$ cat src/rtl/instr_fetch_queue.sv
// instr_fetch_queue
//   Circular FIFO between the instruction fetch response port and the decoder.
//   Entries leave in the order they were pushed. A flush discards all entries
//   synchronously. An asynchronous active-low reset clears the queue.
//
// Build option:
//   INSTR_FETCH_QUEUE_BYPASS_EN
//     When this macro is defined and the queue is empty, an incoming response
//     is presented to the decoder in the same cycle. If the decoder consumes it
//     in that cycle, it is not stored.
//     When the macro is undefined, the mem_* inputs have no combinational path
//     to the dec_* outputs, and a pushed entry is visible one cycle after the
//     push edge.
//
// Parameters
//   DEPTH : number of entries (power of two, >= 2)
//   XLEN  : PC width
//
// Ports
//   clk_i        : clock, rising edge
//   arst_ni      : asynchronous active-low reset
//   flush_i      : discard all buffered entries; drops a same-cycle push
//   mem_valid_i  : fetch response valid
//   mem_pc_i     : PC of the fetched instruction
//   mem_code_i   : fetched instruction word
//   mem_ready_o  : queue can accept a response (count_o < DEPTH)
//   dec_valid_o  : head entry valid toward the decoder
//   dec_pc_o     : PC of the head entry
//   dec_code_o   : instruction word of the head entry
//   dec_ready_i  : decoder consumes the head entry
//   count_o      : number of stored entries
module instr_fetch_queue #(
  parameter int unsigned DEPTH = 4,
  parameter int unsigned XLEN  = 64
) (
  input  logic                     clk_i,
  input  logic                     arst_ni,
  input  logic                     flush_i,
  input  logic                     mem_valid_i,
  input  logic [XLEN-1:0]          mem_pc_i,
  input  logic [31:0]              mem_code_i,
  output logic                     mem_ready_o,
  output logic                     dec_valid_o,
  output logic [XLEN-1:0]          dec_pc_o,
  output logic [31:0]              dec_code_o,
  input  logic                     dec_ready_i,
  output logic [$clog2(DEPTH):0]   count_o
);

  localparam int unsigned AW = $clog2(DEPTH);
  localparam int unsigned CW = AW + 1;

  logic [XLEN-1:0] pc_mem_q   [DEPTH];
  logic [31:0]     code_mem_q [DEPTH];

  logic [AW-1:0] wr_ptr_q, wr_ptr_d;
  logic [AW-1:0] rd_ptr_q, rd_ptr_d;
  logic [CW-1:0] count_q,  count_d;

  logic empty;
  logic push;   // response accepted by the handshake
  logic store;  // accepted response is written into the array
  logic pop;    // stored head entry consumed

  assign empty       = (count_q == '0);
  // The ready signal depends only on the registered count, so it has no
  // combinational path from dec_ready_i.
  assign mem_ready_o = (count_q < CW'(DEPTH));
  assign count_o     = count_q;

  always_comb begin
    dec_valid_o = !empty && !flush_i;
    dec_pc_o    = pc_mem_q[rd_ptr_q];
    dec_code_o  = code_mem_q[rd_ptr_q];
    push        = mem_valid_i && mem_ready_o && !flush_i;
    store       = push;
    pop         = !empty && !flush_i && dec_ready_i;
`ifdef INSTR_FETCH_QUEUE_BYPASS_EN
    if (empty && !flush_i && mem_valid_i) begin
      dec_valid_o = 1'b1;
      dec_pc_o    = mem_pc_i;
      dec_code_o  = mem_code_i;
      // If the decoder takes the word straight from the bus, it never
      // occupies a slot.
      store       = push && !dec_ready_i;
    end
`endif
  end

  always_comb begin
    wr_ptr_d = wr_ptr_q;
    rd_ptr_d = rd_ptr_q;
    count_d  = count_q;
    if (flush_i) begin
      wr_ptr_d = '0;
      rd_ptr_d = '0;
      count_d  = '0;
    end else begin
      // Pointer width equals log2(DEPTH), so the +1 wraps naturally.
      if (store) wr_ptr_d = wr_ptr_q + AW'(1);
      if (pop)   rd_ptr_d = rd_ptr_q + AW'(1);
      case ({store, pop})
        2'b10:   count_d = count_q + CW'(1);
        2'b01:   count_d = count_q - CW'(1);
        default: count_d = count_q;
      endcase
    end
  end

  always_ff @(posedge clk_i or negedge arst_ni) begin
    if (!arst_ni) begin
      wr_ptr_q <= '0;
      rd_ptr_q <= '0;
      count_q  <= '0;
    end else begin
      wr_ptr_q <= wr_ptr_d;
      rd_ptr_q <= rd_ptr_d;
      count_q  <= count_d;
    end
  end

  // The storage array is not reset. Its contents cannot be observed while
  // the queue is empty.
  always_ff @(posedge clk_i) begin
    if (store) begin
      pc_mem_q[wr_ptr_q]   <= mem_pc_i;
      code_mem_q[wr_ptr_q] <= mem_code_i;
    end
  end

endmodule

$ cat config.mk
export PLATFORM = sky130hd
export DESIGN_NAME = instr_fetch_queue
export DESIGN_NICKNAME = d
export VERILOG_FILES = /design/src/rtl/instr_fetch_queue.sv
export SDC_FILE = /design/constraint.sdc
export NUM_CORES = 1
export LEC_CHECK = 0
export CORE_MARGIN = 3
export CORE_UTILIZATION = 55
export DETAILED_ROUTE_END_ITERATION = 8
export PLACE_DENSITY = 0.88
export SETUP_SLACK_MARGIN = 0.05
export SLEW_MARGIN = 15
export SYNTH_ARGS = -nofsm -noshare
export SYNTH_HDL_FRONTEND = slang
export SYNTH_SLANG_ARGS = --single-unit
$ cat constraint.sdc
create_clock -name clk_i -period 5.9 [get_ports clk_i]
set_input_delay 0.885 -clock clk_i [delete_from_list [all_inputs] [get_ports clk_i]]
set_output_delay 0.885 -clock clk_i [all_outputs]
set_load 0.1 [all_outputs]
==> impl_results.md <==
- Crit share post-route: 74.2%
- Met2 Track Usage GR: 35.0%
- CTS tree: yes
- Die Span Y: 167 um
- Total core area: 25,400 um2
- HP Class: register to register
- Die area: 28,000 um2
- Crit path max-delay family: buffers and inverters
- Crit path from: rd_ptr_q[1]
- Reg-to-Reg Start: count_o[2]
- Maxcap violations: 0
- Grt peak-use layer: met2
- Slew headroom: 25.5%
- Inserted Clock Buffers: 39
- H-tree levels: 2
- Syn_nets: 667
- Critical Path Slowest Stage Cell: clkdlybuf4s50_1
- Largest net degree at the start of global routing: 73
- PostCTS Resize Cnt: 0
- Synth unique cells: 24
- Switching Fraction: 28.1%
- Synth top area cells: edfxtp_1 81%, mux4_2 15%, dfrtp_1 1.2%
- Clk sinks: 391
- Postcts setup bufs: 0
- Slew Limit Fails: 0
- Critical Path End Type: output pin
- Critical Path Source Type: register
- Max IR drop VDD: 0.000261 V
- Synth area leader: edfxtp_1
- Fmax: 0.229 GHz
- Clock Skew: 0.0190 ns
- CTS root buf: clkbuf_16
- Register area share after synthesis: 81.8%
- Synth top area share: 80.6%
- Post-layout nets: 892
- Flop pwr share: 45.7%
- Starting Density: 56.4%
- Worst path cell trace: buf_4 -> mux4_2 -> clkdlybuf4s50_1
- Setup-failing EPs final: 0
- Yosys reg bits: 391
- GRT Total Usage: 20.5%
- WP buf/inv: 2
- Status: completed
- Routed length per instance: 25.1 um
- LEAKAGE: 5.65 nW
- Fin Hold WS: 0.575 ns
- Initial antenna violation count: 3
- Met1 Use GR: 27.2%
- Max FO, Critical Path: 65
- FF-to-FF setup slack: 3.16 ns
- Dpl cells: 1,075
- Syn Std Cell Area: 14,300 um2
- Synth-to-Final Area Change: 25.6%
- Int Pwr: 5.01 mW
- Clock latency on the worst-skew pair: 0.51 ns
- Placer congestion estimate: 0.729
- Iter 0 DRT Violations: 719
- Pwr dens: 388 nW/um2
- Post-Layout Cell Count: 1,143
- Required time worst endpoint: 5.02 ns
- Net switching power: 1.96 mW
- Ys Warns: 0
- Hold depth: 2
- Clock network power share: 34.8%
- Post-route cell area: 18,000 um2
- Layout cell share with drive strength beyond 1: 19.8%
- R2R cell count: 5
- R2R Path End: pc_mem_q[3][7]
- Worst stage delay on the critical path: 1.14 ns
- Hold path start: wr_ptr_q[1]
- Fin util: 70.8%
- Port buffer count: 201
- Hpwl dp: 17,100 um
- Hold buffers post-CTS: 0
- First-pass GRT wire length: 44,000 um
- Synthesized area per cell: 25.5 um2
- Mapped Cells: 561
- WHS Endpoint: wr_ptr_q[1]
- Logic pwr share: 19.5%
- GRT overflow: 0
- Post-route setup TNS: 0 ns
- Chip Width: 167 um
- Via-per-instance ratio: 5.84
- Instance area at placement: 16,700 um2
- Minimum clock period after layout: 4.38 ns
- Number of global-route vias before repair: 7,258
- RSZ-0062 raised after global routing: false
- Met3 Use GR: 4.79%
- WP data arrival: 3.49 ns
- Clock Tree Buf Depth: 3
- Remaining routing DRC violations: 0
- Num rows: 58
- Router iterations before antenna repair: 5
- Fin. Hold Viols: 0
- Setup CP Type: register to output pin
- Routed Antenna Nets: 0
- DR vias: 6,676
- Worst-path clk slew: 0.05 ns
- Num ports: 202
- Final WL: 28,700 um
- Slew @ Worst Pin: 1.12 ns
metrics by stage:
| step | power, mW | setup slack [ns] |
|---|---|---|
| final | 6.97 | 1.52 |
| after global routing | 7.19 | 1.42 |
| after global placement | 4.57 | 2.12 |
| after detailed placement | 4.61 | 2.07 |
| after CTS | 7.04 | 1.51 |
| after floorplan | 4.26 | 1.28 |
kinds of logic (layout without fill, tap and decap cells):
group	count (synthesis)	in the layout	share of synthesized area (%)
mux	96	96	15.1
other cells	0	1	0
fa+ha+maj	5	5	0.489
simple gates	27	27	0.944
flops	391	391	81.8
compound gates	10	10	0.376
xor+xnor	4	4	0.245
buf+inv	28	279	1.07
cells in the mapped netlist:
| master | instances |
|---|---|
| dfrtp_1 | 7 |
| nand3_1 | 1 |
| nor2_1 | 8 |
| nor3_1 | 2 |
| xnor2_1 | 2 |
| ha_1 | 4 |
| buf_6 | 4 |
| or4_1 | 1 |
| a21oi_1 | 5 |
| nor2b_1 | 1 |
| o21ai_0 | 4 |
| fa_1 | 1 |
| nand2b_1 | 2 |
| mux4_2 | 96 |
| inv_1 | 3 |
| nand2_1 | 5 |
| a221oi_1 | 1 |
| xor2_1 | 2 |
| and2_1 | 5 |
| buf_2 | 14 |
| nor4_1 | 1 |
| nand3b_1 | 1 |
| clkbuf_1 | 7 |
| edfxtp_1 | 384 |
power by group through the flow:
| stage | Combinational (mW) | Clock (mW) | Sequential [mW] |
|---|---|---|---|
| finish | 1.36 | 2.43 | 3.19 |
| global route | 1.40 | 2.60 | 3.20 |
| CTS | 1.37 | 2.48 | 3.19 |
| detailed placement | 1.36 | 0 | 3.25 |
| global placement | 1.34 | 0 | 3.24 |
| floorplan | 1.02 | 0 | 3.24 |
worst max-delay path by stage:
stage	depth (start not counted)	slack, ns	end
6_report	3	1.52	dec_code_o[4]
3_3_place_gp	3	2.12	dec_code_o[6]
3_5_place_dp	3	2.07	dec_pc_o[41]
5_1_grt	3	1.42	dec_pc_o[41]
4_1_cts	3	1.51	dec_pc_o[38]
2_1_floorplan	4	1.28	code_mem_q[0][0]
tightest hold or removal path: stages, from the launching register on:
cell and delay [ns]:
dfrtp_1 0.41, nand2_1 0.07, a21oi_1 0.06
state kept, by name (all words and copies together) (netlist names):
name and cells:
pc_mem_q 256, code_mem_q 128, count_o 3, rd_ptr_q 2
wr_ptr_q 2
layout by cell type, fill, tap and decap left out, types with 2 or more instances in the layout:
cell type,instances
and2_4,4
clkbuf_16,41
nand2b_1,2
nand2_1,5
xor2_1,2
bufinv_16,5
dfrtp_4,2
clkinv_2,3
edfxtp_1,384
a21oi_1,5
buf_4,5
nor2_1,8
clkdlybuf4s50_1,201
clkinv_1,9
mux4_2,96
buf_12,3
o21ai_0,4
dfrtp_1,5
nor3_1,2
ha_1,4
xnor2_1,2
clkbuf_1,7
inv_1,3
metal layers:
layer  vias up  share of wire [%]
met5         -              0.094
met4         4                2.2
met3        54                6.9
met2       301                 53
met1      3472                 38
li1       2845                  -
area by class of cell:
cell class	count	area, um2
repair buffers	209	2110
multi-input cells	142	2470
fillers	1458	7410
clock buffers	48	1050
well taps	330	413
flip-flops and latches	391	11700
inverters	3	11.3
diodes	1	2.50
clock inverters	19	216
No activity file was read; power rests on OpenSTA's default activity.
